### src/rtl/fir_filter.sv
// Direct-form FIR: a tapped delay line of signed samples and a single-cycle
// combinational multiply-accumulate tree that produces the exact convolution.
module fir_filter #(
  parameter int TAPS = 8,
  parameter logic [TAPS*16-1:0] COEFFS = {16'd1, 16'd2, 16'd3, 16'd4,
                                          16'd4, 16'd3, 16'd2, 16'd1}
) (
  input  logic               clk,
  input  logic               rst,
  input  logic               ena,
  input  logic signed [15:0] sample,
  output logic signed [38:0] out
);

  logic signed [15:0] x [TAPS];

  always_ff @(posedge clk) begin
    if (rst) begin
      for (int k = 0; k < TAPS; k++) x[k] <= '0;
    end else if (ena) begin
      x[0] <= sample;
      for (int k = 1; k < TAPS; k++) x[k] <= x[k-1];
    end
  end

  // 39 bits leave headroom for 128 full-scale 32-bit products, so no wrap.
  logic signed [31:0] prod;
  logic signed [38:0] acc;

  always_comb begin
    acc  = '0;
    prod = '0;
    for (int k = 0; k < TAPS; k++) begin
      prod = x[k] * $signed(COEFFS[k*16 +: 16]);
      acc  = acc + {{7{prod[31]}}, prod};
    end
  end

  assign out = acc;

endmodule

### config.mk
export PLATFORM = sky130hd
export DESIGN_NAME = fir_filter
export DESIGN_NICKNAME = d
export VERILOG_FILES = /design/src/rtl/fir_filter.sv
export SDC_FILE = /design/constraint.sdc
export NUM_CORES = 1
export LEC_CHECK = 0
export ABC_AREA = 1
export CORE_MARGIN = 5
export CORE_UTILIZATION = 32
export DETAILED_ROUTE_END_ITERATION = 10
export SLEW_MARGIN = 5
export SYNTH_ARGS = -nofsm -noshare
export SYNTH_HDL_FRONTEND = slang
export SYNTH_SLANG_ARGS = --single-unit
### constraint.sdc
create_clock -name clk -period 13.9 [get_ports clk]
set_input_delay 4.17 -clock clk [delete_from_list [all_inputs] [get_ports clk]]
set_output_delay 4.17 -clock clk [all_outputs]
set_load 0.02 [all_outputs]
==> results of run 1 <==
## metrics by stage
stage,std cells,utilization
2_1_floorplan,995,-
3_3_place_gp,1430,0.352
3_5_place_dp,1430,0.352
4_1_cts,1462,0.371
5_1_grt,1462,0.371
6_report,1462,0.371
## logic make-up after synthesis
family	count (synthesis)
AO/OA/AOI/OAI	19
buffers and inverters	360
AND/OR/NAND/NOR	284
XOR/XNOR	10
flip-flops	128
adder cells (fa/ha/maj)	194
## area by class of cell
type                            count  area [um2]  share of cell area
Timing Repair Buffer               61         601              0.0517
Tap cell                          402         503              0.0433
Clock inverter                     15         174              0.0150
Clock buffer                       17         425              0.0366
Inverter                          332        1250               0.107
Multi-Input combinational cell    507        4810               0.415
Sequential cell                   128        3840               0.331
## worst max-delay path by stage
| stage | startpoint | endpoint |
|---|---|---|
| 2_1_floorplan | x[0][3] | out[25] |
| 3_3_place_gp | x[0][3] | out[15] |
| 3_5_place_dp | x[0][3] | out[15] |
| 4_1_cts | x[0][3] | out[15] |
| 5_1_grt | x[0][18] | out[15] |
| 6_report | x[0][3] | out[15] |
## cell usage in the layout (no fill, tap or decap)
cell / Yosys / routed
a21boi_1: 1 / 1
a21oi_1: 13 / 13
and2_4: 1 / 1
buf_4: 14 / 4
bufinv_16: 0 / 2
clkbuf_16: 0 / 17
clkdlybuf4s50_1: 0 / 57
clkinv_4: 0 / 4
clkinvlp_4: 0 / 2
edfxtp_1: 128 / 128
fa_1: 134 / 134
ha_1: 60 / 60
inv_1: 330 / 330
inv_2: 2 / 2
inv_6: 0 / 6
inv_8: 0 / 1
nand2_1: 103 / 102
nand2_2: 4 / 4
nand2_4: 0 / 1
nand3_1: 17 / 17
nand3_2: 4 / 4
nand3b_4: 1 / 1
nand4_1: 2 / 2
nor2_1: 144 / 144
nor2_2: 4 / 4
nor2_4: 1 / 1
nor3_1: 1 / 1
nor3_2: 1 / 1
o21ai_0: 1 / 1
o21bai_1: 4 / 4
or2_4: 0 / 1
xor2_1: 10 / 10
## layer usage
metal | up-vias | global-route usage
li1 | 2993 | -
met4 | 0 | 0.0333
met5 | - | 0
met1 | 2852 | 0.151
met3 | 15 | 0.0230
met2 | 83 | 0.172
## worst max-delay path, stage by stage, from the launching register on
cell and delay (ns):
edfxtp_1 0.43, fa_1 0.54, inv_1 0.05, fa_1 0.50
inv_1 0.05, fa_1 0.49, fa_1 0.49, inv_1 0.05
fa_1 0.48, inv_1 0.04, ha_1 0.23, fa_1 0.48
nand3_2 0.11, nand3_2 0.14, nand2_1 0.11, nand2_2 0.07
nand2_1 0.06, nand2_1 0.07, xor2_1 0.21, clkdlybuf4s50_1 0.65
==> key figures, run 1 <==
Cells and area
  – Max reg flops: 128
  – Biggest register: x
  – Final nets: 1,260
  – Fill cells: approximately 3,100
  – Layout area overhead: 15.4%
  – Fin area: ~0.012 mm2
  – Antenna Cells: 0
  – Largest regs: x x128
  – Layout cells sized above 1: 0.0528

Setup path
  – Reg2reg start: x[0][47]
  – R2R Path End: x[0][63]
  – R2R depth: 2
  – Crit start category: flip-flop
  – CP Class: reg -> out
  – CP endpoint kind: output pin
  – Required @ worst endpoint: about 9.7 ns
  – CP arrival: around 5.7 ns
  – R2R setup slack: about 13 ns
  – CP Max Fanout: 4

Job
  – Max-Cap Viols: 0

Die
  – Cell row count: 65
  – Die width: about 190 um
  – Core area: 0.0313 mm2
  – DIE HEIGHT: roughly 190 um
  – # IOs: slightly below 60
  – Starting Density: 0.321
  – DIE AREA: about 0.035 mm2

Placement
  – Pre-CTS setup slack: 4.46 ns
  – Final GP Congestion: between 0.8 and 0.9
  – Hpwl dp: about 14 mm
  – Port bufs: between 50 and 60
  – Cell Area, Placed: 0.0110 mm2

Synthesis
  – Adder-cell share of the synthesized area: 0.341
  – Most common library cells after synthesis: inv_1, nor2_1, fa_1
  – Count of unique library cells instantiated by Yosys: 26
  – Synth area leaders: edfxtp_1, fa_1, inv_1, ha_1, nor2_1
  – Syn Inst Count: about 1,000
  – Flops & latches, synth: roughly 130
  – Post-synth ARST share: 0
  – Post-synth EDFFs: between 100 and 150
  – Mux contribution to synthesized area: 0
  – Simple-gate area share of the yosys netlist: 0.117
  – Largest area contributor in the netlist: edfxtp_1
  – Post-synthesis sequential area ratio: 0.382
  – Area fraction of the dominant cell type after synthesis: 0.382
  – Syn Area/Cell: 10.1 um2
  – Post-Synthesis Net Count: roughly 1,200
  – Count leader, synth: inv_1
  – Compound-Gate Fraction of Synth Area: 0.0107
  – Largest family of logic cells by synthesized area: adder cells
  – Synth Cell Area: 0.0101 mm2
  – Xor/xnor cell area share of the yosys netlist: 0.00871
  – Synth Flop Type: edfxtp_1
  – Synth warn: 0

Drt
  – Vias per cell: between 4 and 5
  – WL met2: 8.15 mm
  – Final wirelength: ~18 mm
  – DRT Pass-1 Iters: 4
  – Total number of vias: slightly below 6,000
  – Routed Antenna Nets: 0
  – DR top layer: met4
  – M1 wire length: ~8.9 mm
  – Routed len/inst: 12.3 um
  – DRC viols: 0
  – Routed met3 length: 731 um
  – 1st-iter DRT viols: 388

STA
  – Slew HR: 0.279
  – Slew Viols, Final: 0
  – Slew at the pin with the worst max-slew slack: 1.08 ns
  – Final number of setup-violating endpoints: 0
  – Period utilization: 0.708
  – Worst hold slack: between 0.5 and 0.6 ns
  – Setup TNS: 0 ns
  – Minimum clock period: about 9.8 ns
  – Worst Setup Slack, final: 4.05 ns
  – Fin. Hold Viols: 0
  – Clock Skews: between 0.009 and 0.01 ns
  – RSZ-0062 raised after global routing: no
  – F_max: 0.102 GHz

Clock tree
  – H-tree levels: 4
  – # clock sinks: 128
  – Clock buffer count from CTS: 17
  – CTS tree: built
  – Clk Latency, worst-skew pair: about 0.43 ns
  – Post-CTS resize count: 0
  – Root buf cell: clkbuf_16
  – Clock buffer depth: 2
  – Clock transition at path regs: around 0.060 ns
  – Hold buffers post-CTS: 0
  – Setup Buffers After CTS: 0

Min path
  – Hold endpoint: x[0][112]
  – Min-Delay Path Depth: 2
  – Min-delay src: x[0][96]
  – Worst hold path type: reg -> reg

Global routing
  – Vias in the first global route: 6,324
  – Initial antenna violation count: 0
  – Largest net degree at the start of global routing: 84
  – GR Overflow Total: 0
  – Global-route wire length before repair: 31.1 mm
  – GRT Overall Usage: 0.109

Status
  – Outcome: completed
Power of run 1 is left out: the tool's default activity adds up to more than one toggle a clock period on the data nets, which glitch-free logic cannot reach.
==> run 2: changes to the inputs <==
==> constraint.sdc (replaced) <==
create_clock -name clk -period 9.9 [get_ports clk]
set_input_delay 2.97 -clock clk [delete_from_list [all_inputs] [get_ports clk]]
set_output_delay 2.97 -clock clk [all_outputs]
set_load 0.02 [all_outputs]
==> key figures, run 2 (synthesis results as in run 1) <==
Setup path
  – CP endpoint kind: output pin
  – Max stage delay on crit path: around 0.68 ns
  – Crit start category: flip-flop
  – CP Class: reg -> out
  – CP dominant cell by count: nand2_1
  – Slowest CP cell: clkdlybuf4s50_1
  – R2R depth: 2
  – Required @ worst endpoint: 6.93 ns
  – Critical-path cell list: fa_1, inv_1, fa_1, inv_1, fa_1, fa_1, inv_1, fa_1, inv_1, ha_1, nand2_1, inv_1, nand2_1, nand2_1, nand2_1, nand2_1, nand2_1, nand4_1, nand2_1, clkdlybuf4s50_1
  – CP arrival: 5.69 ns
  – CP Max Fanout: 15

Die
  – Core area: 0.0313 mm2
  – DIE HEIGHT: about 190 um
  – # IOs: 58
  – Cell row count: 65
  – DIE AREA: 0.0351 mm2
  – Starting Density: 0.321
  – Die width: approximately 190 um

Clock tree
  – Hold buffers post-CTS: 0
  – # clock sinks: 128
  – Post-CTS resize count: 0
  – Root buf cell: clkbuf_16
  – Clk Latency, worst-skew pair: between 0.4 and 0.5 ns
  – Clock buffer count from CTS: 17
  – Setup Buffers After CTS: 0
  – CTS tree: built
  – Clock transition at path regs: ~0.060 ns
  – H-tree levels: 4
  – Clock buffer depth: 2

STA
  – Minimum clock period: 8.66 ns
  – Final number of setup-violating endpoints: 0
  – Clock Skews: 0.0104 ns
  – Setup TNS: 0 ns
  – RSZ-0062 raised after global routing: no
  – F_max: between 0.1 and 0.15 GHz
  – Slew HR: 0.519
  – Period utilization: 0.874
  – Slew at the pin with the worst max-slew slack: between 0.7 and 0.8 ns
  – Slew Viols, Final: 0
  – Fin. Hold Viols: 0

Status
  – Outcome: completed

Min path
  – Worst hold path type: reg -> reg
  – Min-Delay Path Depth: 2

Cells and area
  – Max reg flops: roughly 130
  – Fin area: between 0.01 and 0.015 mm2
  – Antenna Cells: 0
  – Layout cells sized above 1: 0.0510
  – Final nets: between 1,000 and 1,500
  – Most frequent cells in the layout: inv_1, nor2_1, fa_1, edfxtp_1, nand2_1
  – Layout area overhead: 15.3%
  – Commonest non-fill, non-tap cell in the layout: inv_1
  – Largest regs: x x128
  – Biggest register: x

Job
  – Max-Cap Viols: 0

Drt
  – 1st-iter DRT viols: about 350
  – DRC viols: 0
  – Total number of vias: between 5,000 and 6,000
  – Final wirelength: approximately 18 mm
  – Routed Antenna Nets: 0
  – DRT Pass-1 Iters: 6
  – Routed len/inst: 12.2 um
  – Vias per cell: around 4.1

Global routing
  – Vias in the first global route: between 6,000 and 7,000
  – Initial antenna violation count: 0
  – GRT Overall Usage: 0.109
  – GR Overflow Total: 0
  – Global-route wire length before repair: around 31 mm
  – Largest net degree at the start of global routing: 70

Placement
  – Hpwl dp: roughly 14 mm
  – Final GP Congestion: around 0.84
  – Port bufs: 57
  – Cell Area, Placed: roughly 0.011 mm2
==> run 2: path summary, 6_finish.rpt <==
kind / slack, ns / endpoint / startpoint
setup / recovery: 1.24 / out[25] / x[0][10]
hold / removal: 0.57 / x[0][112] / x[0][96]
setup reg to reg: 9.01 / x[0][63] / x[0][47]
hold reg to reg: 0.57 / x[0][112] / x[0][96]
==> run 2: metrics by stage <==
stage	util	hold slack [ns]	setup slack (ns)	instances
finish	0.371	0.570	1.24	1461
global route	0.371	0.605	0.949	1461
CTS	0.371	0.565	1.17	1461
detailed placement	0.352	0.554	1.63	1430
global placement	0.352	0.535	1.66	1430
floorplan	-	0.527	2.17	995
==> run 2: final cells by class <==
class | count | area, um2
well taps | 402 | 503
inverters | 332 | 1250
multi-input cells | 507 | 4810
fillers | 3076 | 19700
repair buffers | 61 | 601
clock buffers | 18 | 429
flip-flops and latches | 128 | 3840
clock inverters | 13 | 165
==> run 2: worst max-delay path, delay by kind of cell (launching register included) <==
family | cells | cell delay [ns]
AND/OR/NAND/NOR | 8 | 0.94
buffers and inverters | 6 | 0.94
flip-flops | 1 | 0.42
adder cells (fa/ha/maj) | 6 | 2.97
==> run 2: layer usage <==
metal  part of all wire  global-route usage  vias to the layer above
met5                  0                   0                        -
met4              0.012              0.0307                        0
met3              0.043              0.0259                       17
met2               0.45               0.169                       93
met1               0.50               0.154                     2846
li1                   -                   -                     2988
Power of run 2 is left out for the same reason.
==> run 3: changes to the inputs <==
--- a/config.mk
+++ b/config.mk
@@ -7,8 +7,9 @@
 export LEC_CHECK = 0
 export ABC_AREA = 1
 export CORE_MARGIN = 5
-export CORE_UTILIZATION = 32
+export CORE_UTILIZATION = 40
 export DETAILED_ROUTE_END_ITERATION = 10
+export PLACE_DENSITY = 0.63
 export SLEW_MARGIN = 5
 export SYNTH_ARGS = -nofsm -noshare
 export SYNTH_HDL_FRONTEND = slang
==> key figures, run 3 (synthesis results as in run 1) <==
Status
  – Outcome: completed

Setup path
  – CP dominant cell by count: fa_1
  – Required @ worst endpoint: between 6 and 7 ns
  – Crit start category: flip-flop
  – CP endpoint kind: output pin
  – CP Class: reg -> out
  – CP Max Fanout: 15
  – CP arrival: about 5.7 ns
  – Max stage delay on crit path: 0.63 ns
  – Slowest CP cell: clkdlybuf4s50_1
  – Critical-path cell list: fa_1, inv_1, fa_1, inv_1, fa_1, fa_1, inv_1, fa_1, inv_1, ha_1, fa_1, nand3_2, nand3_2, nand3b_4, nand3_2, nand2_2, nand2_1, clkdlybuf4s50_1

STA
  – Slew at the pin with the worst max-slew slack: 0.905 ns
  – Clock Skews: 0.00996 ns
  – Slew HR: 0.397
  – Minimum clock period: 8.66 ns
  – F_max: 0.115 GHz
  – Slew Viols, Final: 0
  – Final number of setup-violating endpoints: 0
  – Period utilization: 0.875
  – Setup TNS: 0 ns
  – Fin. Hold Viols: 0
  – RSZ-0062 raised after global routing: no

Cells and area
  – Area occupied by multi-input gates: a little under 0.005 mm2
  – Max reg flops: roughly 130
  – Biggest register: x
  – Largest regs: x x128
  – Layout area overhead: 14.2%
  – Antenna Cells: 0
  – Final nets: between 1,000 and 1,500
  – Most frequent cells in the layout: inv_1, nor2_1, fa_1, edfxtp_1, nand2_1
  – Fill cells: approximately 2,400
  – Sequential cell area: between 0.003 and 0.004 mm2
  – Layout cells sized above 1: 0.0491
  – Commonest non-fill, non-tap cell in the layout: inv_1

Die
  – # IOs: between 50 and 60
  – Core area: 0.0250 mm2
  – Cell row count: 58
  – Die width: around 170 um
  – DIE AREA: ~0.028 mm2
  – DIE HEIGHT: between 150 and 200 um
  – Starting Density: 0.403

Clock tree
  – CTS tree: built
  – H-tree levels: 4
  – Clk Latency, worst-skew pair: about 0.42 ns
  – Clock buffer depth: 2
  – Setup Buffers After CTS: 0
  – Clock transition at path regs: around 0.070 ns
  – Clock buffer count from CTS: 17
  – Root buf cell: clkbuf_16
  – # clock sinks: around 130
  – Hold buffers post-CTS: 0
  – Post-CTS resize count: 0

Global routing
  – GRT Overall Usage: 0.135
  – Global-route wire length before repair: about 31 mm
  – Initial antenna violation count: 0
  – Largest net degree at the start of global routing: 89
  – GR Overflow Total: 0
  – Vias in the first global route: about 6,300

Drt
  – 1st-iter DRT viols: 289
  – Vias per cell: approximately 4.3
  – DRT Pass-1 Iters: 4
  – Total number of vias: roughly 6,000
  – DRC viols: 0
  – Routed Antenna Nets: 0
  – Routed len/inst: about 13 um
  – Final wirelength: around 18 mm

Placement
  – Port bufs: 57
  – Hpwl dp: between 10 and 15 mm
  – Final GP Congestion: between 0.8 and 0.9

Min path
  – Worst hold path type: reg -> reg

Job
  – Max-Cap Viols: 0
-- run 3: cell count changes in the layout (fill, tap and decap cells not counted), sizes merged --
cell	change
inv	-1
buf	-1
clkinv	-2
clkinvlp	+5
bufinv	-1
-- run 3: final cells by class --
type / instances / area share
Sequential cell: 128 / 0.335
Multi-Input combinational cell: 507 / 0.419
Clock inverter: 14 / 0.0125
Inverter: 332 / 0.109
Clock buffer: 18 / 0.0374
Tap cell: 330 / 0.0360
Timing Repair Buffer: 60 / 0.0516
-- run 3: worst paths after layout --
path | startpoint | to | slack [ns] | cells after the start
min reg2reg | x[0][96] | x[0][112] | 0.55 | 2
max reg2reg | x[0][15] | x[0][31] | 9.00 | 2
min | x[0][96] | x[0][112] | 0.55 | 2
max | x[0][3] | out[30] | 1.24 | 18
-- run 3: critical path, delay by kind of cell (launching register included) --
kind	cells	cell delay [ns]
and+or+nand+nor	6	0.75
DFF	1	0.43
adders and majority gates	7	3.24
buffers and inverters	5	0.82
-- run 3: through the flow --
step / std cells / hold WS (ns) / utilization / worst slack, ns / area [um2]
floorplan: 995 / 0.527 / - / 2.17 / 10100
global placement: 1357 / 0.546 / 0.437 / 1.73 / 10900
detailed placement: 1357 / 0.547 / 0.437 / 1.66 / 10900
CTS: 1389 / 0.547 / 0.460 / 1.16 / 11500
global route: 1389 / 0.594 / 0.460 / 0.901 / 11500
finish: 1389 / 0.545 / 0.460 / 1.24 / 11500
-- run 3: per-layer routing --
metal	wire length [um]	vias up	share of wire	GRT usage
met5	0	-	0	0
met4	257	0	0.015	0.0430
met3	606	17	0.034	0.0245
met2	7770	85	0.44	0.204
met1	9070	2828	0.51	0.199
li1	-	2985	-	-
Power of run 3 is left out for the same reason.
